`config.mk`:
```
export PLATFORM = sky130hd
export DESIGN_NAME = part_74ls109_sync
export DESIGN_NICKNAME = d
export VERILOG_FILES = /design/src/rtl/part_74ls109_sync.sv
export SDC_FILE = /design/constraint.sdc
export NUM_CORES = 1
export LEC_CHECK = 0
export CAP_MARGIN = 20
export CORE_AREA = 5 5 42 44
export DETAILED_ROUTE_END_ITERATION = 7
export DIE_AREA = 0 0 47 49
export GPL_ROUTABILITY_DRIVEN = 0
export PLACE_DENSITY = 0.46
export SKIP_CTS_REPAIR_TIMING = 1
export SKIP_LAST_GASP = 1
export SYNTH_ARGS = -nofsm -noshare
export SYNTH_HDL_FRONTEND = slang
export SYNTH_SLANG_ARGS = --single-unit
```
`constraint.sdc`:
```
create_clock -name clk -period 1.55 [get_ports clk]
set_clock_uncertainty 0.15 [all_clocks]
set_input_delay 0.465 -clock clk [delete_from_list [all_inputs] [get_ports clk]]
set_output_delay 0.465 -clock clk [all_outputs]
set_load 0.02 [all_outputs]
```
`src/rtl/part_74ls109_sync.sv`:
```
// Cycle-based 74LS109 dual J-K_N flip-flop with preset/clear; pin clocks are sampled on clk.
// Section 2 is built only when LS109_SECTION2_EN is defined, otherwise its outputs are constants.
module part_74ls109_sync #(
  parameter logic RESET_Q = 1'b0
) (
  input  logic clk,
  input  logic reset,
  input  logic CLR1_N,
  input  logic PRE1_N,
  input  logic J1,
  input  logic K1_N,
  input  logic CLK1,
  output logic Q1,
  output logic Q1_N,
  input  logic CLR2_N,
  input  logic PRE2_N,
  input  logic J2,
  input  logic K2_N,
  input  logic CLK2,
  output logic Q2,
  output logic Q2_N
);

`ifdef LS109_SECTION2_EN
  localparam int NUM_SEC = 2;
`else
  localparam int NUM_SEC = 1;
`endif

  logic [NUM_SEC-1:0] clr_n, pre_n, j, k_n, pin_clk, q, q_n;

`ifdef LS109_SECTION2_EN
  assign clr_n   = {CLR2_N, CLR1_N};
  assign pre_n   = {PRE2_N, PRE1_N};
  assign j       = {J2, J1};
  assign k_n     = {K2_N, K1_N};
  assign pin_clk = {CLK2, CLK1};
  assign Q2      = q[1];
  assign Q2_N    = q_n[1];
`else
  assign clr_n   = CLR1_N;
  assign pre_n   = PRE1_N;
  assign j       = J1;
  assign k_n     = K1_N;
  assign pin_clk = CLK1;
  assign Q2      = RESET_Q;
  assign Q2_N    = ~RESET_Q;
  logic unused_sec2;
  assign unused_sec2 = ^{CLR2_N, PRE2_N, J2, K2_N, CLK2};
`endif

  assign Q1   = q[0];
  assign Q1_N = q_n[0];

  for (genvar gi = 0; gi < NUM_SEC; gi++) begin : g_sec
    logic q_reg, q_next, qn_reg, qn_next, prev_reg;
    logic pin_edge;

    assign pin_edge = ~prev_reg & pin_clk[gi];

    always_comb begin
      q_next  = q_reg;
      qn_next = qn_reg;
      if (!clr_n[gi] && !pre_n[gi]) begin
        q_next  = 1'b1;
        qn_next = 1'b1;
      end else if (!clr_n[gi]) begin
        q_next  = 1'b0;
        qn_next = 1'b1;
      end else if (!pre_n[gi]) begin
        q_next  = 1'b1;
        qn_next = 1'b0;
      end else if (pin_edge) begin
        case ({j[gi], k_n[gi]})
          2'b00: begin
            q_next  = 1'b0;
            qn_next = 1'b1;
          end
          // Toggle uses the true output only, so the both-high state resolves to 0/1.
          2'b10: begin
            q_next  = ~q_reg;
            qn_next = q_reg;
          end
          2'b11: begin
            q_next  = 1'b1;
            qn_next = 1'b0;
          end
          default: ;
        endcase
      end
    end

    // prev starts high so a pin clock already high at reset release is not an edge.
    always_ff @(posedge clk) begin
      if (reset) begin
        q_reg    <= RESET_Q;
        qn_reg   <= ~RESET_Q;
        prev_reg <= 1'b1;
      end else begin
        q_reg    <= q_next;
        qn_reg   <= qn_next;
        prev_reg <= pin_clk[gi];
      end
    end

    assign q[gi]   = q_reg;
    assign q_n[gi] = qn_reg;
  end

endmodule

```
# Yosys cells after proc, flatten, opt, wreduce, memory -nomap -nowiden
# Index checks and enable logic that the tools add are counted.
totals:
  register_bits: 3
  in_bits: 12
  output_inout_bits: 4
classes:
  n_eq_ne: 6
  mux: 8
  n_bitwise: 4
  reduce_logical: 7
ops:
  columns: ["cell", "n"]
  rows:
  - ["two-way mux 1 bit", 6]
  - ["inequality test 6 x 2 -> 1 bit (second input constant)", 1]
  - ["case mux 1 bit (3 select lines)", 2]
  - ["equality test 2 bit (second input constant)", 2]
  - ["inequality test 4 x 1 -> 1 bit (second input constant)", 1]
  - ["inequality test 4 x 2 -> 1 bit (second input constant)", 1]
  - ["AND reduction 2 bit", 2]
  - ["NOT 1 bit", 3]
  - ["OR reduction 3 bit", 1]
  - ["zero test 1 bit", 2]
  - ["zero test 2 bit", 1]
  - ["inequality test 2 x 1 -> 1 bit (second input constant)", 1]
  - ["bitwise AND 1 bit", 1]
  - ["logical AND 1 bit", 1]

# Longest topological paths before layout
# Gate-level depths: netlist of run 1.
depth:
  word_depth: 6
  depth_mapped: 3

# Worst setup path before layout of run 1
# OpenSTA, ideal clock, no wires.
synth_timing:
  kind: "input-to-reg"
  startpoint: "in CLK1"
  endpoint: "reg g_sec[0].qn_reg (netlist: Q1_N)"
  setup_ps: 122
  arrival_time_ps: 981
  required_ps: 1278
  path_slack_ps: 297
  cell_stages: 3
  path_buffers: 0
  cell_sequence: "nor2b_4 a21boi_2 o311a_1"
synth_via:
  elab_chain_len: 3
synth_lines:
  columns: ["item", "line_no", "source"]
  rows:
  - ["from (decl)", "12", "input logic CLK1,"]
  - ["bitwise AND 1 bit", "59", "assign pin_edge = ~prev_reg & pin_clk[gi];"]
  - ["inequality test 2 x 1 -> 1 bit (no source line)", null, null]
  - ["AND reduction 2 bit (no source line)", null, null]
  - ["to (signal assigned)", "97", "qn_reg <= ~RESET_Q;"]
  - ["to (signal assigned)", "101", "qn_reg <= qn_next;"]
  - ["to (decl)", "56", "logic q_reg, q_next, qn_reg, qn_next, prev_reg;"]
# No other way between the ends.
# A chain may end at the register's enable or synchronous reset.

# Final worst setup path of run 1
layout_timing:
  startpoint: "in reset"
  endpoint: "reg g_sec[0].qn_reg (netlist: Q1_N)"
layout_via:
  elab_chain_len: 1
layout_lines:
  columns: ["item", "line_no", "source"]
  rows:
  - ["from (decl)", "7", "input logic reset,"]
  - ["OR reduction 3 bit (no source line)", null, null]
# No other way between the ends.

==> results of run 1 <==
==> Yosys cell counts (all sizes together) <==
| cell | count | share of area [%] |
|---|---|---|
| o221ai | 1 | 5.1 |
| nand2 | 1 | 2.2 |
| dfxtp | 3 | 35 |
| nand4 | 1 | 3.6 |
| o311a | 1 | 5.8 |
| or2b | 1 | 4.3 |
| nor2b | 2 | 13 |
| nand2b | 1 | 3.6 |
| buf | 2 | 8.7 |
| conb | 2 | 4.3 |
| or2 | 1 | 3.6 |
| inv | 2 | 4.3 |
| a21boi | 1 | 6.5 |
==> power by group through the flow <==
stage	Combinational, mW	Clock [mW]	Sequential [mW]
global route	0.0588	0.146	0.0865
CTS	0.0538	0.142	0.0860
global placement	0.0527	0	0.0870
floorplan	0.0205	0	0.0922
finish	0.0540	0.135	0.0858
detailed placement	0.0535	0	0.0872
==> final timing paths <==
path | to | depth (start not counted) | from | slack (ns)
worst max-delay path | Q1_N | 4 | reset | 0.07
worst min-delay path | Q1_N | 1 | Q1_N | 0.36
worst max register to register | Q1_N | 3 | g_sec[0].prev_reg | 0.47
worst min register to register | Q1_N | 1 | Q1_N | 0.36
==> logic make-up (layout without fill, tap and decap cells) <==
logic type	Yosys count	count (layout)	share of synthesized area (%)
other	2	2	4.35
buffers and inverters	4	16	13.0
AO/OA/AOI/OAI	3	3	17.4
flip-flops	3	3	34.8
AND/OR/NAND/NOR	7	7	30.4
==> placed cells by master, fill, tap and decap left out, types with 2 or more instances in the layout <==
master / count
sky130_fd_sc_hd__buf_4: 2
sky130_fd_sc_hd__clkbuf_4: 3
sky130_fd_sc_hd__clkdlybuf4s50_1: 6
sky130_fd_sc_hd__conb_1: 2
sky130_fd_sc_hd__dfxtp_1: 3
sky130_fd_sc_hd__dlymetal6s2s_1: 2
sky130_fd_sc_hd__inv_1: 2
sky130_fd_sc_hd__nor2b_4: 2
==> layer usage <==
metal	GRT usage (%)	up-vias	part of all wire, %
met1	3.52	72	30
li1	-	81	-
met3	3.69	0	15
met2	7.01	5	55
met5	0	-	0
met4	4.15	0	0
==> layout make-up <==
type | count | share of cell area (%)
Multi-Input combinational cell | 12 | 30.8
Inverter | 2 | 2.43
Timing Repair Buffer | 10 | 32.4
Clock buffer | 4 | 8.50
Sequential cell | 3 | 19.4
Tap cell | 16 | 6.48
==> critical path: cells and delay by family <==
| kind | cells | cell delay, ns |
|---|---|---|
| AO/OA/AOI/OAI | 1 | 0.31 |
| AND/OR/NAND/NOR | 1 | 0.15 |
| buffers and inverters | 2 | 0.51 |
==> through the flow <==
step           area (um^2)  hold WS (ns)  TNS [ns]  power (mW)  utilization (%)
5_1_grt                309         0.407         0       0.291             22.1
3_3_place_gp           273         0.359    -0.291       0.140             19.5
4_1_cts                299         0.372    -0.474       0.282             21.3
2_1_floorplan          173         0.412         0       0.113                -
6_report               309         0.361         0       0.275             22.1
3_5_place_dp           273         0.358    -0.331       0.141             19.5
==> results.sh, run 1 <==
export IMPL_buffer_ports_inserted=8
export IMPL_drive_above_1_share_pct=25.8
export IMPL_pin_count=16
export IMPL_grt_pass1_wl_um=703
export IMPL_drt_iter0_drc=5
export IMPL_area_of_the_die_mm2=0.00230
export IMPL_syn_nets=31
export IMPL_initial_utilization_pct=12.3
export IMPL_insertion_delay_ns=0.23
export IMPL_maximum_count_of_clock_buffers_along_a_single_path=2
export IMPL_period_needed_ns=1.48
export IMPL_placed_cells=43
export IMPL_stdcell_count=47
export IMPL_cts_root_buffer="sky130_fd_sc_hd__clkbuf_4"
export IMPL_power_net_switching_mw=0.0631
export IMPL_power_combinational_fraction_pct=19.7
export IMPL_max_freq_mhz=678
export IMPL_cts_max_level=1
export IMPL_clock_slew_at_the_register_clock_pins_of_the_worst_setup_and_hold_paths_ns=0.04
export IMPL_pwr_share_seq_pct=31.2
export IMPL_fp_dieH_um=49
export IMPL_critPathMaxStageDelay_ns=0.46
export IMPL_setup_ws_ns=0.0743
export IMPL_synth_seq_cells=3
export IMPL_route_detailed_drc=0
export IMPL_crit_path_max_fanout=4
export IMPL_run_status="finished, final reports clean"
export IMPL_synthesis_instances=19
export IMPL_peakVddDrop_mv=0.204
export IMPL_cpMaxStageDelayCell="sky130_fd_sc_hd__clkdlybuf4s50_1"
export IMPL_floorplan_rows=14
export IMPL_core_mm2=0.00140
export IMPL_start_kind="primary input"
export IMPL_worst_ep_arrival_time_ns=1.44
export IMPL_overall_track_demand_over_capacity_in_global_routing_pct=4.65
export IMPL_yosysUniqueCellTypes=14
export IMPL_power_density_mw_per_mm2=889
export IMPL_final_antenna_net_count=0
export IMPL_timing_critical_path_required_ns=1.52
export IMPL_max_cap_viol_count=0
export IMPL_min_delay_path_class="register to register"
export IMPL_grt_start_max_net_pins=5
export IMPL_tritoncts_num_buffers=3
export IMPL_layout_area_overhead_pct=79.0
export IMPL_pwr_share_clk_pct=49.1
export IMPL_synth_warning_count=0
export IMPL_preCtsSetupSlack_ns=-0.203
export IMPL_post_drt_via_cell_ratio=3.36
export IMPL_filler_cell_count=173
export IMPL_synth_avg_cell_area_um2=9.09
export IMPL_register_area_um2=60.1
export IMPL_firstDrtPassIters=4
export IMPL_grt_antenna_before_repair=0
export IMPL_detailedPlacementHpwl_um=335
export IMPL_finalNetCount=44
export IMPL_avgRoutedWirePerCell_um=8.49
export IMPL_report_final_setup_viol=0
export IMPL_worst_setup_path_end_kind="register"
export IMPL_die_width_um=47
export IMPL_n_antenna_cell=0
export IMPL_area_of_combinational_cells_with_multiple_inputs_um2=95.1
export IMPL_final_max_slew_viol_count=0
export IMPL_grt_setup_unrepaired="false"
export IMPL_swShare_pct=23.0
export IMPL_finalHoldViolCount=0
export IMPL_mappedNetlistArea_um2=173
export IMPL_setup_worst_path_class="primary input to register"
export IMPL_cts_tree="yes"
export IMPL_fraction_of_the_yosys_area_taken_by_sequential_cells_pct=34.8
export IMPL_grt_pass1_vias=193
export IMPL_power_leakage_nw=0.141
export IMPL_total_congestion_overflow_after_global_routing=0
export IMPL_cp_cell_sequence="clkdlybuf4s50_1 > nor2b_4 > inv_1 > o311a_1"
export IMPL_cts_sinks=3
export IMPL_finalCritPeriodShare_pct=95.2
export IMPL_num_vias=158
export IMPL_postRouteWirelength_um=399
export IMPL_p_int_mw=0.212
No activity file was read; power rests on OpenSTA's default activity.
==> run 2: changes to the inputs <==
--- a/config.mk
+++ b/config.mk
@@ -10,9 +10,11 @@
 export DETAILED_ROUTE_END_ITERATION = 7
 export DIE_AREA = 0 0 47 49
 export GPL_ROUTABILITY_DRIVEN = 0
+export GPL_TIMING_DRIVEN = 0
 export PLACE_DENSITY = 0.46
 export SKIP_CTS_REPAIR_TIMING = 1
 export SKIP_LAST_GASP = 1
 export SYNTH_ARGS = -nofsm -noshare
 export SYNTH_HDL_FRONTEND = slang
 export SYNTH_SLANG_ARGS = --single-unit
+export TNS_END_PERCENT = 50
==> run 2 against run 1 <==
The run now ends with setup timing left. Total power is 0.85% lower. Combinational power down 5.4%. Critical path depth fell by 3.
==> results.sh, run 2 (synthesized netlist as in run 1, its figures left out) <==
export IMPL_run_status="finished with violations"
export IMPL_violations="setup timing"
export IMPL_layout_area_overhead_pct=74.6
export IMPL_cpLargestDelayFamily="buffers and inverters"
export IMPL_avgRoutedWirePerCell_um=7.81
export IMPL_tritoncts_num_buffers=3
export IMPL_initial_utilization_pct=12.3
export IMPL_power_leakage_nw=0.134
export IMPL_max_cap_viol_count=0
export IMPL_grt_setup_unrepaired="true"
export IMPL_pwr_share_seq_pct=31.6
export IMPL_layout_common_cells="sky130_fd_sc_hd__clkdlybuf4s50_1, sky130_fd_sc_hd__dfxtp_1, sky130_fd_sc_hd__clkbuf_4"
export IMPL_worst_setup_path_end_kind="output port"
export IMPL_setup_worst_path_class="register to output port"
export IMPL_route_detailed_drc=0
export IMPL_cpMaxStageDelayCell="sky130_fd_sc_hd__clkdlybuf4s50_1"
export IMPL_worst_ep_arrival_time_ns=1.15
export IMPL_period_needed_ns=1.77
export IMPL_whs_ns=0.357
export IMPL_n_antenna_cell=0
export IMPL_stdcell_area_um2=302
export IMPL_total_congestion_overflow_after_global_routing=0
export IMPL_fp_dieH_um=49
export IMPL_floorplan_rows=14
export IMPL_tns_ns=-0.220
export IMPL_die_width_um=47
export IMPL_finalHoldViolCount=0
export IMPL_grt_pass1_wl_um=627
export IMPL_maximum_count_of_clock_buffers_along_a_single_path=2
export IMPL_finalNetCount=44
export IMPL_start_kind="register"
export IMPL_drive_above_1_share_pct=25.8
export IMPL_preCtsSetupSlack_ns=-0.203
export IMPL_area_of_the_die_mm2=0.00230
export IMPL_grt_antenna_before_repair=0
export IMPL_core_mm2=0.00140
export IMPL_final_util_pct=21.5
export IMPL_buffer_ports_inserted=8
export IMPL_overall_track_demand_over_capacity_in_global_routing_pct=4.29
export IMPL_finalCritPeriodShare_pct=114
export IMPL_setup_ws_ns=-0.220
export IMPL_cp_cell_sequence="clkdlybuf4s50_1"
export IMPL_critPathMaxStageDelay_ns=0.61
export IMPL_grt_pass1_vias=176
export IMPL_num_vias=147
export IMPL_final_max_slew_viol_count=0
export IMPL_pwr_share_clk_pct=49.6
export IMPL_min_delay_path_class="register to register"
export IMPL_swShare_pct=22.8
export IMPL_cts_max_level=1
export IMPL_drt_iter0_drc=0
export IMPL_p_int_mw=0.210
export IMPL_min_from="Q1_N"
export IMPL_pin_count=16
export IMPL_worst_path_buf_inv=1
export IMPL_cts_sinks=3
export IMPL_critical_path_startpoint="Q1_N"
export IMPL_clock_slew_at_the_register_clock_pins_of_the_worst_setup_and_hold_paths_ns=0.04
export IMPL_place_area_um2=273
export IMPL_peakVddDrop_mv=0.229
export IMPL_max_freq_mhz=565
export IMPL_grt_start_max_net_pins=5
export IMPL_timing_critical_path_required_ns=0.93
export IMPL_firstDrtPassIters=1
export IMPL_power_combinational_fraction_pct=18.8
export IMPL_cts_tree="yes"
export IMPL_power_net_switching_mw=0.0620
export IMPL_postRouteWirelength_um=367
export IMPL_post_drt_via_cell_ratio=3.13
export IMPL_crit_reg2reg_launch="g_sec[0].prev_reg"
export IMPL_power_density_mw_per_mm2=903
export IMPL_layout_commonest_cell="sky130_fd_sc_hd__clkdlybuf4s50_1"
export IMPL_report_final_setup_viol=1
export IMPL_insertion_delay_ns=0.23
export IMPL_cts_root_buffer="sky130_fd_sc_hd__clkbuf_4"
export IMPL_crit_path_max_fanout=2
export IMPL_final_antenna_net_count=0
==> run 2: cell types whose count changed in the layout (fill, tap and decap cells not counted) <==
cell                              previous run  this run
sky130_fd_sc_hd__nor2b_4                     2         1
sky130_fd_sc_hd__dlymetal6s2s_1              2         1
sky130_fd_sc_hd__clkdlybuf4s50_1             6         7
sky130_fd_sc_hd__nor2b_2                     0         1
==> run 2: metrics by stage <==
step / power (mW) / std cells
final: 0.272 / 47
after global routing: 0.296 / 47
after CTS: 0.282 / 47
after detailed placement: 0.140 / 43
after global placement: 0.140 / 43
after floorplan: 0.113 / 19
==> run 2: path summary, 6_finish.rpt <==
path	slack, ns	depth (start not counted)	end
worst min register to register	0.36	1	Q1_N
worst max register to register	0.48	3	Q1_N
worst max-delay path	-0.22	1	Q1_N
worst min-delay path	0.36	1	Q1_N
==> run 2: area by class of cell <==
cell class	instances	area, um^2
Inverter	2	7.51
Clock buffer	4	26.3
Timing Repair Buffer	8	82.6
Tap cell	16	20.0
Multi-Input combinational cell	12	90.1
Fill cell	170	1100
Buffer	2	15.0
Sequential cell	3	60.1
==> run 2: power groups by stage <==
stage,logic (mW),clock network (mW),registers [mW]
finish,0.0511,0.135,0.0862
global route,0.0556,0.154,0.0867
CTS,0.0523,0.143,0.0864
detailed placement,0.0518,0,0.0877
global placement,0.0521,0,0.0878
floorplan,0.0205,0,0.0922
==> run 2: per-layer routing <==
metal  GRT usage, %  routed length, um
met1           4.16                132
met2           4.75                185
met3           3.32                 49
met4           5.53                  0
met5              0                  0
==> run 3: changes to the inputs <==
--- a/config.mk
+++ b/config.mk
@@ -9,10 +9,8 @@
 export CORE_AREA = 5 5 42 44
 export DETAILED_ROUTE_END_ITERATION = 7
 export DIE_AREA = 0 0 47 49
-export GPL_ROUTABILITY_DRIVEN = 0
 export GPL_TIMING_DRIVEN = 0
 export PLACE_DENSITY = 0.46
-export SKIP_CTS_REPAIR_TIMING = 1
 export SKIP_LAST_GASP = 1
 export SYNTH_ARGS = -nofsm -noshare
 export SYNTH_HDL_FRONTEND = slang
==> run 3 against run 2 <==
The flow now finishes without violations. Hold slack lost 0.0040 ns. Critical path type unchanged. Highest routed layer unchanged. Via count grew 0.68%. Global-route usage is the same. Critical path depth is the same. Cell count is the same.
==> results.sh, run 3 (synthesized netlist as in run 1, its figures left out) <==
export IMPL_run_status="finished, final reports clean"
export IMPL_global_route_peak_usage_layer="met4"
export IMPL_fp_dieH_um=49
export IMPL_cp_cell_sequence="dlygate4sd2_1"
export IMPL_crit_reg2reg_launch="g_sec[0].prev_reg"
export IMPL_core_mm2=0.00140
export IMPL_buffer_ports_inserted=8
export IMPL_postRouteWirelength_um=369
export IMPL_whs_ns=0.353
export IMPL_num_vias=148
export IMPL_min_from="Q1_N"
export IMPL_min_delay_path_class="register to register"
export IMPL_finalCritPeriodShare_pct=98.3
export IMPL_post_drt_via_cell_ratio=3.15
export IMPL_grt_antenna_before_repair=0
export IMPL_layout_common_cells="sky130_fd_sc_hd__clkdlybuf4s50_1, sky130_fd_sc_hd__dfxtp_1, sky130_fd_sc_hd__clkbuf_4"
export IMPL_groute_layer_met3_usage_pct=3.32
export IMPL_area_of_the_die_mm2=0.00230
export IMPL_cts_root_buffer="sky130_fd_sc_hd__clkbuf_4"
export IMPL_placed_cells=43
export IMPL_setup_worst_path_class="register to output port"
export IMPL_final_max_slew_viol_count=0
export IMPL_grt_pass1_wl_um=627
export IMPL_place_area_um2=273
export IMPL_start_kind="register"
export IMPL_insertion_delay_ns=0.23
export IMPL_worst_path_buf_inv=1
export IMPL_route_detailed_drc=0
export IMPL_critical_path_startpoint="Q1"
export IMPL_critPathMaxStageDelay_ns=0.34
export IMPL_layout_area_overhead_pct=73.9
export IMPL_drt_iter0_drc=3
export IMPL_cts_repair_timing_setup_buffer_count=0
export IMPL_power_leakage_nw=0.127
export IMPL_drive_above_1_share_pct=25.8
export IMPL_initial_utilization_pct=12.3
export IMPL_total_congestion_overflow_after_global_routing=0
export IMPL_firstDrtPassIters=2
export IMPL_gp_routability_congestion=0.706
export IMPL_report_final_setup_viol=0
export IMPL_overall_track_demand_over_capacity_in_global_routing_pct=4.29
export IMPL_worst_ep_arrival_time_ns=0.91
export IMPL_clock_slew_at_the_register_clock_pins_of_the_worst_setup_and_hold_paths_ns=0.04
export IMPL_final_antenna_net_count=0
export IMPL_tritoncts_num_buffers=3
export IMPL_grt_pass1_vias=176
export IMPL_use_met1_pct=4.16
export IMPL_grt_setup_unrepaired="true"
export IMPL_grt_start_max_net_pins=5
export IMPL_max_cap_viol_count=0
export IMPL_peakVddDrop_mv=0.231
export IMPL_cpLargestDelayFamily="flip-flops"
export IMPL_layout_commonest_cell="sky130_fd_sc_hd__clkdlybuf4s50_1"
export IMPL_n_antenna_cell=0
export IMPL_die_width_um=47
export IMPL_stdcell_area_um2=300
export IMPL_finalNetCount=44
export IMPL_avgRoutedWirePerCell_um=7.85
export IMPL_grt_use_met2_pct=4.75
export IMPL_stdcell_count=47
export IMPL_cts_max_level=1
export IMPL_cts_sinks=3
export IMPL_finalHoldViolCount=0
export IMPL_max_freq_mhz=657
export IMPL_timing_critical_path_required_ns=0.93
export IMPL_pin_count=16
export IMPL_crit_path_max_fanout=3
export IMPL_power_density_mw_per_mm2=904
export IMPL_cts_tree="yes"
export IMPL_floorplan_rows=14
export IMPL_maximum_count_of_clock_buffers_along_a_single_path=2
export IMPL_period_needed_ns=1.52
export IMPL_cpMaxStageDelayCell="sky130_fd_sc_hd__dfxtp_1"
export IMPL_worst_setup_path_end_kind="output port"
## run 3: cell count changes in the layout (fill, tap and decap cells not counted), sizes merged
cell and delta:
dlygate4sd2 +1, clkdlybuf4s50 -1
## run 3: path summary, 6_finish.rpt
check             endpoint  slack, ns  depth (start not counted)
setup / recovery        Q1       0.03                          1
hold / removal        Q1_N       0.35                          1
setup reg to reg      Q1_N       0.48                          3
hold reg to reg       Q1_N       0.35                          1
## run 3: area by class of cell
| type | count | area [um^2] |
|---|---|---|
| sequential | 3 | 60.1 |
| clock buffer | 4 | 26.3 |
| buffer | 2 | 15.0 |
| multi-input combinational | 12 | 90.1 |
| timing repair buffer | 8 | 81.3 |
| fill | 172 | 1100 |
| tap | 16 | 20.0 |
| inverter | 2 | 7.51 |
## run 3: timing repair
item / 4_1_cts / 5_1_grt
hold buffers: 0 / 0
resized for setup: 1 / 1
endpoints found under the setup margin: 2 / 3
pin swaps: 0 / 0
## run 3: report_power, final
part | total (mW) | switching, mW | internal [mW]
sequential | 0.0862 | 0.00311 | 0.0831
combinational | 0.0496 | 0.0201 | 0.0295
clock | 0.136 | 0.0392 | 0.0964
total | 0.271 | 0.0624 | 0.209
## run 3: stage by stage
step | setup TNS [ns] | util (%) | total power [mW] | worst slack [ns]
after floorplan | 0 | - | 0.113 | 0.297
after global placement | -0.351 | 19.5 | 0.140 | -0.210
after detailed placement | -0.339 | 19.5 | 0.140 | -0.203
after CTS | -0.241 | 21.3 | 0.280 | -0.241
after global routing | -0.0394 | 21.4 | 0.295 | -0.0280
final | 0 | 21.4 | 0.271 | 0.0271
## run 3: layer usage
layer  share of wire, %  up-vias  wire length, um
li1                   -       81                -
met1                 37       62              136
met5                  0        -                0
met2                 50        5              184
met3                 13        0               48
met4                  0        0                0
